File: src/rtl/exec_pkg.sv
// Shared encodings for the execute stage: ALU, shifter and mul/div opcodes
// plus the state type of the iterative multiply/divide unit.
package exec_pkg;

  typedef enum logic [2:0] {
    ALU_ADD   = 3'b000,
    ALU_SUB   = 3'b001,
    ALU_AND   = 3'b010,
    ALU_OR    = 3'b011,
    ALU_XOR   = 3'b100,
    ALU_NOR   = 3'b101,
    ALU_SLT   = 3'b110,
    ALU_PASSB = 3'b111
  } aluop_e;

  typedef enum logic [1:0] {
    SH_SLL = 2'b00,
    SH_SRL = 2'b01,
    SH_SRA = 2'b10,
    SH_ROR = 2'b11
  } shiftop_e;

  typedef enum logic [1:0] {
    MD_NONE = 2'b00,
    MD_MUL  = 2'b01,
    MD_DIV  = 2'b10,
    MD_REM  = 2'b11
  } mdop_e;

  typedef enum logic [1:0] {
    IDLE = 2'b00,
    BUSY = 2'b01,
    DONE = 2'b10
  } md_state_t;

  // Divide by zero never traps: every quotient bit is filled with this value.
  localparam logic DIV0_QUOT_FILL = 1'b1;

endpackage

File: src/rtl/md_unit.sv
// Iterative multiply/divide: shift-add multiply and restoring division over
// magnitudes, one iteration per cycle for W cycles, result held in DONE.
module md_unit
  import exec_pkg::*;
#(
  parameter int W = 32
) (
  input  logic         clock,
  input  logic         reset,
  input  logic         start,
  input  logic [1:0]   op,
  input  logic         unsig,
  input  logic [W-1:0] a,
  input  logic [W-1:0] b,
  input  logic         hold,
  output logic         busy,
  output logic         done,
  output logic [W-1:0] result
);

  localparam int CW = $clog2(W) + 1;
  localparam logic [CW-1:0] LAST = CW'(W - 1);

  md_state_t      state, state_n;
  logic [CW-1:0]  count;
  mdop_e          op_q;
  logic           neg_q, rem_neg_q, div0_q;
  logic [W-1:0]   a_q, acc, mcand, mplier, quo, rem, dvsr;
  logic           a_neg, b_neg, accept, rem_ge;
  logic [W-1:0]   a_mag, b_mag;
  logic [W:0]     rem_shift;

  assign accept    = (state == IDLE) && start;
  assign busy      = (state == BUSY);
  assign done      = (state == DONE);
  assign a_neg     = !unsig && a[W-1];
  assign b_neg     = !unsig && b[W-1];
  assign a_mag     = a_neg ? -a : a;
  assign b_mag     = b_neg ? -b : b;
  assign rem_shift = {rem, quo[W-1]};
  assign rem_ge    = (rem_shift >= {1'b0, dvsr});

  // NOTE: every variable written here gets a default first, so no latch is inferred.
  always_comb begin
    state_n = state;
    case (state)
      IDLE:    if (accept) state_n = BUSY;
      BUSY:    if (count == LAST) state_n = DONE;
      DONE:    if (!hold) state_n = IDLE;
      default: state_n = IDLE;
    endcase
  end

  always_ff @(posedge clock) begin
    if (reset) begin
      state <= IDLE;
      count <= '0;
    end else begin
      state <= state_n;
      if (accept)             count <= '0;
      else if (state == BUSY) count <= count + CW'(1);
    end
  end

  // NOTE: datapath registers are loaded on accept before any use, so they carry no reset.
  always_ff @(posedge clock) begin
    if (accept) begin
      op_q      <= mdop_e'(op);
      a_q       <= a;
      neg_q     <= a_neg ^ b_neg;
      rem_neg_q <= a_neg;
      div0_q    <= (b == '0);
      acc       <= '0;
      mcand     <= a;
      mplier    <= b;
      quo       <= a_mag;
      rem       <= '0;
      dvsr      <= b_mag;
    end else if (state == BUSY) begin
      if (op_q == MD_MUL) begin
        if (mplier[0]) acc <= acc + mcand;
        mcand  <= {mcand[W-2:0], 1'b0};
        mplier <= {1'b0, mplier[W-1:1]};
      end else begin
        quo <= {quo[W-2:0], rem_ge};
        rem <= rem_ge ? (rem_shift[W-1:0] - dvsr) : rem_shift[W-1:0];
      end
    end
  end

  always_comb begin
    result = acc;
    case (op_q)
      MD_DIV:  result = div0_q ? {W{DIV0_QUOT_FILL}} : (neg_q ? -quo : quo);
      MD_REM:  result = div0_q ? a_q : (rem_neg_q ? -rem : rem);
      default: result = acc;
    endcase
  end

endmodule

File: src/rtl/execute_md.sv
// Execute stage: combinational ALU and shifter, iterative mul/div, and the
// id_mem_* pipeline register with memory back-pressure and decode stall.
module execute_md
  import exec_pkg::*;
#(
  parameter int W  = 32,
  parameter int SW = $clog2(W),
  parameter int RW = 5
) (
  input  logic          clock,
  input  logic          reset,
  input  logic          id_ex_valid,
  input  logic          id_ex_selalushift,
  input  logic          id_ex_selimregb,
  input  logic [2:0]    id_ex_aluop,
  input  logic          id_ex_unsig,
  input  logic [1:0]    id_ex_shiftop,
  input  logic [SW-1:0] id_ex_shiftamt,
  input  logic [1:0]    id_ex_mdop,
  input  logic [W-1:0]  id_ex_rega,
  input  logic [W-1:0]  id_ex_regb,
  input  logic [W-1:0]  id_ex_imedext,
  input  logic          id_ex_readmem,
  input  logic          id_ex_writemem,
  input  logic          id_ex_selwsource,
  input  logic          id_ex_writereg,
  input  logic          id_ex_writeov,
  input  logic [RW-1:0] id_ex_regdest,
  input  logic          mem_stall,
  output logic          id_if_stall,
  output logic          ex_mem_valid,
  output logic          id_mem_readmem,
  output logic          id_mem_writemem,
  output logic          id_mem_selwsource,
  output logic          id_mem_writereg,
  output logic [W-1:0]  id_mem_regb,
  output logic [W-1:0]  id_mem_wbvalue,
  output logic [RW-1:0] id_mem_regdest
);

  logic [W-1:0]  opb, sum, diff, alu_res, sh_res, md_res, ex_res;
  logic [SW-1:0] rot_amt;
  logic          lt, aluov, md_req, md_busy, md_done, md_idle;

  assign opb  = id_ex_selimregb ? id_ex_imedext : id_ex_regb;
  assign sum  = id_ex_rega + opb;
  assign diff = id_ex_rega - opb;
  assign lt   = id_ex_unsig ? (id_ex_rega < opb) : ($signed(id_ex_rega) < $signed(opb));

  always_comb begin
    alu_res = opb;
    aluov   = 1'b0;
    case (aluop_e'(id_ex_aluop))
      ALU_ADD: begin
        alu_res = sum;
        aluov   = !id_ex_unsig && (id_ex_rega[W-1] == opb[W-1]) && (sum[W-1] != id_ex_rega[W-1]);
      end
      ALU_SUB: begin
        alu_res = diff;
        aluov   = !id_ex_unsig && (id_ex_rega[W-1] != opb[W-1]) && (diff[W-1] != id_ex_rega[W-1]);
      end
      ALU_AND: alu_res = id_ex_rega & opb;
      ALU_OR:  alu_res = id_ex_rega | opb;
      ALU_XOR: alu_res = id_ex_rega ^ opb;
      ALU_NOR: alu_res = ~(id_ex_rega | opb);
      ALU_SLT: alu_res = {{(W-1){1'b0}}, lt};
      default: alu_res = opb;
    endcase
  end

  // Rotate right by n is the OR of a right shift by n and a left shift by -n mod W.
  assign rot_amt = SW'(0) - id_ex_shiftamt;

  always_comb begin
    sh_res = id_ex_regb;
    case (shiftop_e'(id_ex_shiftop))
      SH_SLL:  sh_res = id_ex_regb << id_ex_shiftamt;
      SH_SRL:  sh_res = id_ex_regb >> id_ex_shiftamt;
      SH_SRA:  sh_res = W'($signed(id_ex_regb) >>> id_ex_shiftamt);
      default: sh_res = (id_ex_regb >> id_ex_shiftamt) | (id_ex_regb << rot_amt);
    endcase
  end

  assign ex_res      = id_ex_selalushift ? sh_res : alu_res;
  assign md_req      = id_ex_valid && (mdop_e'(id_ex_mdop) != MD_NONE);
  assign md_idle     = !md_busy && !md_done;
  assign id_if_stall = mem_stall || md_busy || (md_idle && md_req);

  md_unit #(.W(W)) u_md (
    .clock  (clock),
    .reset  (reset),
    .start  (md_req && !mem_stall),
    .op     (id_ex_mdop),
    .unsig  (id_ex_unsig),
    .a      (id_ex_rega),
    .b      (opb),
    .hold   (mem_stall),
    .busy   (md_busy),
    .done   (md_done),
    .result (md_res)
  );

  // NOTE: pipeline state uses non-blocking assignments so every flop samples pre-edge values.
  always_ff @(posedge clock) begin
    if (reset) begin
      ex_mem_valid      <= 1'b0;
      id_mem_readmem    <= 1'b0;
      id_mem_writemem   <= 1'b0;
      id_mem_selwsource <= 1'b0;
      id_mem_writereg   <= 1'b0;
      id_mem_regb       <= '0;
      id_mem_wbvalue    <= '0;
      id_mem_regdest    <= '0;
    end else if (!mem_stall) begin
      if (md_done || (md_idle && id_ex_valid && !md_req)) begin
        ex_mem_valid      <= 1'b1;
        id_mem_readmem    <= id_ex_readmem;
        id_mem_writemem   <= id_ex_writemem;
        id_mem_selwsource <= id_ex_selwsource;
        id_mem_regb       <= id_ex_regb;
        id_mem_regdest    <= id_ex_regdest;
        if (md_done) begin
          id_mem_wbvalue  <= md_res;
          id_mem_writereg <= id_ex_writereg;
        end else begin
          id_mem_wbvalue  <= ex_res;
          id_mem_writereg <= (!(aluov && !id_ex_selalushift) || id_ex_writeov) && id_ex_writereg;
        end
      end else begin
        // Bubble while idle without an instruction or while mul/div is in flight.
        ex_mem_valid    <= 1'b0;
        id_mem_readmem  <= 1'b0;
        id_mem_writemem <= 1'b0;
        id_mem_writereg <= 1'b0;
      end
    end
  end

endmodule

File: config.mk
export PLATFORM = sky130hd
export DESIGN_NAME = execute_md
export DESIGN_NICKNAME = d
export VERILOG_FILES = /design/src/rtl/exec_pkg.sv /design/src/rtl/md_unit.sv /design/src/rtl/execute_md.sv
export SDC_FILE = /design/constraint.sdc
export NUM_CORES = 2
export LEC_CHECK = 0
export BUFFER_PORTS_ARGS = -buffer_cell sky130_fd_sc_hd__buf_2
export CAP_MARGIN = 20
export CELL_PAD_IN_SITES_DETAIL_PLACEMENT = 0
export CELL_PAD_IN_SITES_GLOBAL_PLACEMENT = 1
export CORE_ASPECT_RATIO = 1.1
export CORE_MARGIN = 4
export CORE_UTILIZATION = 30
export CTS_CLUSTER_SIZE = 25
export DETAILED_ROUTE_END_ITERATION = 12
export PLACE_DENSITY = 0.67
export SETUP_SLACK_MARGIN = 0.15
export SYNTH_ARGS = -nofsm -noshare
export SYNTH_HDL_FRONTEND = slang
export SYNTH_SLANG_ARGS = --single-unit
File: constraint.sdc
create_clock -name clock -period 9.4 [get_ports clock]
set_clock_uncertainty 0.15 [all_clocks]
set_input_delay 1.88 -clock clock [delete_from_list [all_inputs] [get_ports clock]]
set_output_delay 1.88 -clock clock [all_outputs]
set_load 0.03 [all_outputs]
==> impl_results.md <==
- Clock power share: 27.9%
- Switching power total: 2.63 mW
- Total chip power: 6.14 mW
- Die W: 315 µm
- Measured slew at the worst slew-check pin: 1210 ps
- Worst EP required: just under 10000 ps
- Via Count: 32607
- Max-Cap Viols: 0
- Worst-path maximum fanout: 24
- Post-synth EDFFs: 165
- Hold Path Class: flop to flop
- RSZ-0062 raised after global routing: false
- Minimum clock period: 6430 ps
- Fill cell count: between 10000 and 15000
- CTS H-tree lvls: 2
- Final setup TNS: 0 ps
- GRT Overall Usage: 28.3%
- Critical Path Max Stage Delay: ~600 ps
- Area share of the largest cell type after synthesis: 16.0%
- Commonest cells after routing, fill and taps aside: 500 x nand2_1, 360 x a21oi_1, 333 x nor2_1
- Initial antenna violation count: 10
- Yosys top cell by area: edfxtp_1
- Syn Nets: 4237
- Crit end category: flop
- Final WS setup: 2970 ps
- Final period utilization: 68.4%
- Ys flop type: edfxtp_1
- Final Setup Violations: 0
- Std cell rows: 123
- Critical path arrival: about 6800 ps
- Final slew viol count: 0
- Cell variety after synth: 104
- Global-route wire length before repair: 226000 µm
- Die height: 345 µm
- DR pass1 iterations: 6
- Internal power: 3.52 mW
- WHS: approximately 300 ps
- DR WL/cell: 29.9 µm
- CP delay by family, top: compound AO/OA/AOI/OAI gates
- Final routed DRC violation total: 0
- Routed WL: 161000 µm
- Power density over the cells: roughly 180 nW/µm²
- Most common cell on crit path: a21oi_1
- Post-cts resize count: 0
- Total CTS buffers: 41
- Root Driver: clkbuf_16
- I/O Pins: 200
- Vias per cell: approximately 6.1
- Pre-CTS setup slack: 2430 ps
- Die ar.: 109000 µm²
- Post-route cell area: ~35000 µm²
- Sw Ratio: 42.7%
- Top cells by area, synth: edfxtp_1 16%, dfxtp_1 9.4%, ha_1 6.9%
- Post-CTS Setup Bufs: 0
- CTS Buffer Depth: 3
- Core ar.: 102000 µm²
- Peak Freq: 0.155 GHz
- Antenna Nets Post-Route: 0
- Fin util: about a third
- Vias in the first global route: 30587
- Number of DRC markers in iteration 0: 3885
- Post-layout nets: approximately 4300
- Status: completed
- Commonest non-fill, non-tap cell in the layout: nand2_1
- Largest net degree at the start of global routing: 101
- Layout cell share with drive strength beyond 1: 12.8%
- Clock Sinks: 311
- CP Buf/Inv Count: 3
- Placer Congestion: approximately 1.0
- Startpoint Class: input port
- Synth Cell Area: 31000 µm²
- Synth Area per Inst: 7.88 µm²
- Slew margin rel.: 18.9%
- Leakage: around 14 nW
- Hold buffer count at CTS: 0
- Sequential fraction of the synthesis area: 25.4%
- Initial Util: 30.3%
- Syn Inst Count: 3936
- Total grt overflow: 0
- Skew-Pair Late Insertion Delay: 610 ps
- Layout area overhead: 11.8%
- Reg power frac: between 20% and 30%
- Crit-path cells: buf_2, buf_4, mux2i_1, inv_1, ha_1, fa_1, a21o_1, a21oi_1, o31ai_1, a211oi_2, o21ai_1, a2111oi_0, o21bai_1, xnor2_1, a21oi_1, a21oi_1
- Worst VDD drop: 0.136 mV
- #FFs+latches synth: 311
- Ys async rst share: 0%
- Dpl cell area: between 30000 and 40000 µm²
- Crit path max-delay cell type: a2111oi_0
- CP Class: input port to flop
- Clock transition at path regs: roughly 60 ps
- TritonCTS clock tree: done
- PortBufs: 199
- Synth Warn #: 0
- Combinational Power Share: 42.2%
- Hold Fails Final Rpt: 0
- Non-Filler Instances: 5381
- Dpl hpwl: 121000 µm
- DP Cell Count: 5301
[worst reg2reg max path: stages, from the launching register on]
cell,delay (ps)
dfxtp_1,350
inv_1,80
ha_1,290
nand2b_1,160
nor3_1,240
nor2_1,200
or2_2,710
buf_4,400
nor2_1,680
o21ai_0,450
o21ai_0,330
o21ai_0,130
nor2_1,90
[Yosys cell counts (18+ instances only)]
cell type  instances
nand2b_1          25
nor2_1           336
o221ai_1          21
a221oi_1          45
inv_1            176
a211oi_1          78
nor3_1            84
nor4_1            20
nand4_1           23
xor2_1            51
buf_1             24
or3_1             28
buf_2             50
o31ai_1           33
edfxtp_1         165
xnor2_1          130
o211ai_1          40
nor2b_1           18
clkbuf_1         212
a22o_1            27
a22oi_1           26
dfxtp_1          146
o22ai_1           28
nand2_1          501
mux2i_1          146
a21o_1            61
and3_1            23
mux2_2            22
ha_1             172
o21ai_0          321
mux4_2            54
o21a_1            26
a31oi_1           53
a21oi_1          360
a221o_1           18
nand3_1           50
o21ai_1           20
[kinds of logic (layout without fill, tap and decap cells)]
family / after synthesis / in the layout / share of synthesized area, %
AO/OA/AOI/OAI: 1349 / 1349 / 28.3
multiplexers: 231 / 231 / 10.1
flip-flops: 311 / 311 / 25.4
XOR/XNOR: 182 / 182 / 5.16
adder cells (fa/ha/maj): 177 / 177 / 7.23
other: 0 / 3 / 0
AND/OR/NAND/NOR: 1194 / 1194 / 17.3
buffers and inverters: 492 / 559 / 6.60
[final timing paths]
kind,start,to,slack [ps],cells after the start
max,id_ex_selimregb,id_mem_wbvalue[30]$_SDFFE_PP0P_,2970,16
min,id_mem_regb[2]$_SDFFE_PP0P_,id_mem_regb[2]$_SDFFE_PP0P_,300,2
max reg2reg,u_md.state[0]$_SDFFE_PP0P_,id_mem_wbvalue[24]$_SDFFE_PP0P_,5080,12
min reg2reg,id_mem_regb[2]$_SDFFE_PP0P_,id_mem_regb[2]$_SDFFE_PP0P_,300,2
[routing by layer]
layer / global-route usage, % / share of wire (%)
met3: 6.09 / 9.2
met2: 43.6 / 43
met4: 16.8 / 7.4
met1: 36.2 / 40
met5: 0 / 0.028
[power groups by stage]
stage	clock network (mW)	registers (mW)	logic, mW
after floorplan	0	1.77	1.75
after global placement	0	1.86	2.54
after detailed placement	0	1.86	2.54
after CTS	1.74	1.83	2.55
after global routing	1.79	1.85	2.79
final	1.71	1.84	2.59
[flip-flops by register name, indices dropped and copies added, names as in the netlist, 2 cells and up]
| name | flops |
|---|---|
| u_md.state | 2 |
| u_md.quo | 32 |
| u_md.mcand | 32 |
| u_md.dvsr | 32 |
| id_mem_regb | 32 |
| id_mem_wbvalue | 32 |
| u_md.rem | 32 |
| id_mem_regdest | 5 |
| u_md.count | 6 |
| u_md.a_q | 32 |
| u_md.acc | 32 |
| u_md.op_q | 2 |
| u_md.mplier | 32 |
[final cells by class]
cell class / count / area (µm²) / area share [%]
well taps: 1375 / 1720 / 4.96
repair buffers: 300 / 1780 / 5.12
diodes: 3 / 7.51 / 0.0216
multi-input cells: 3133 / 21200 / 61.1
clock buffers: 53 / 1120 / 3.24
inverters: 183 / 689 / 1.99
flip-flops and latches: 311 / 7880 / 22.7
clock inverters: 23 / 292 / 0.841
Power figures use the tool's default switching activity.
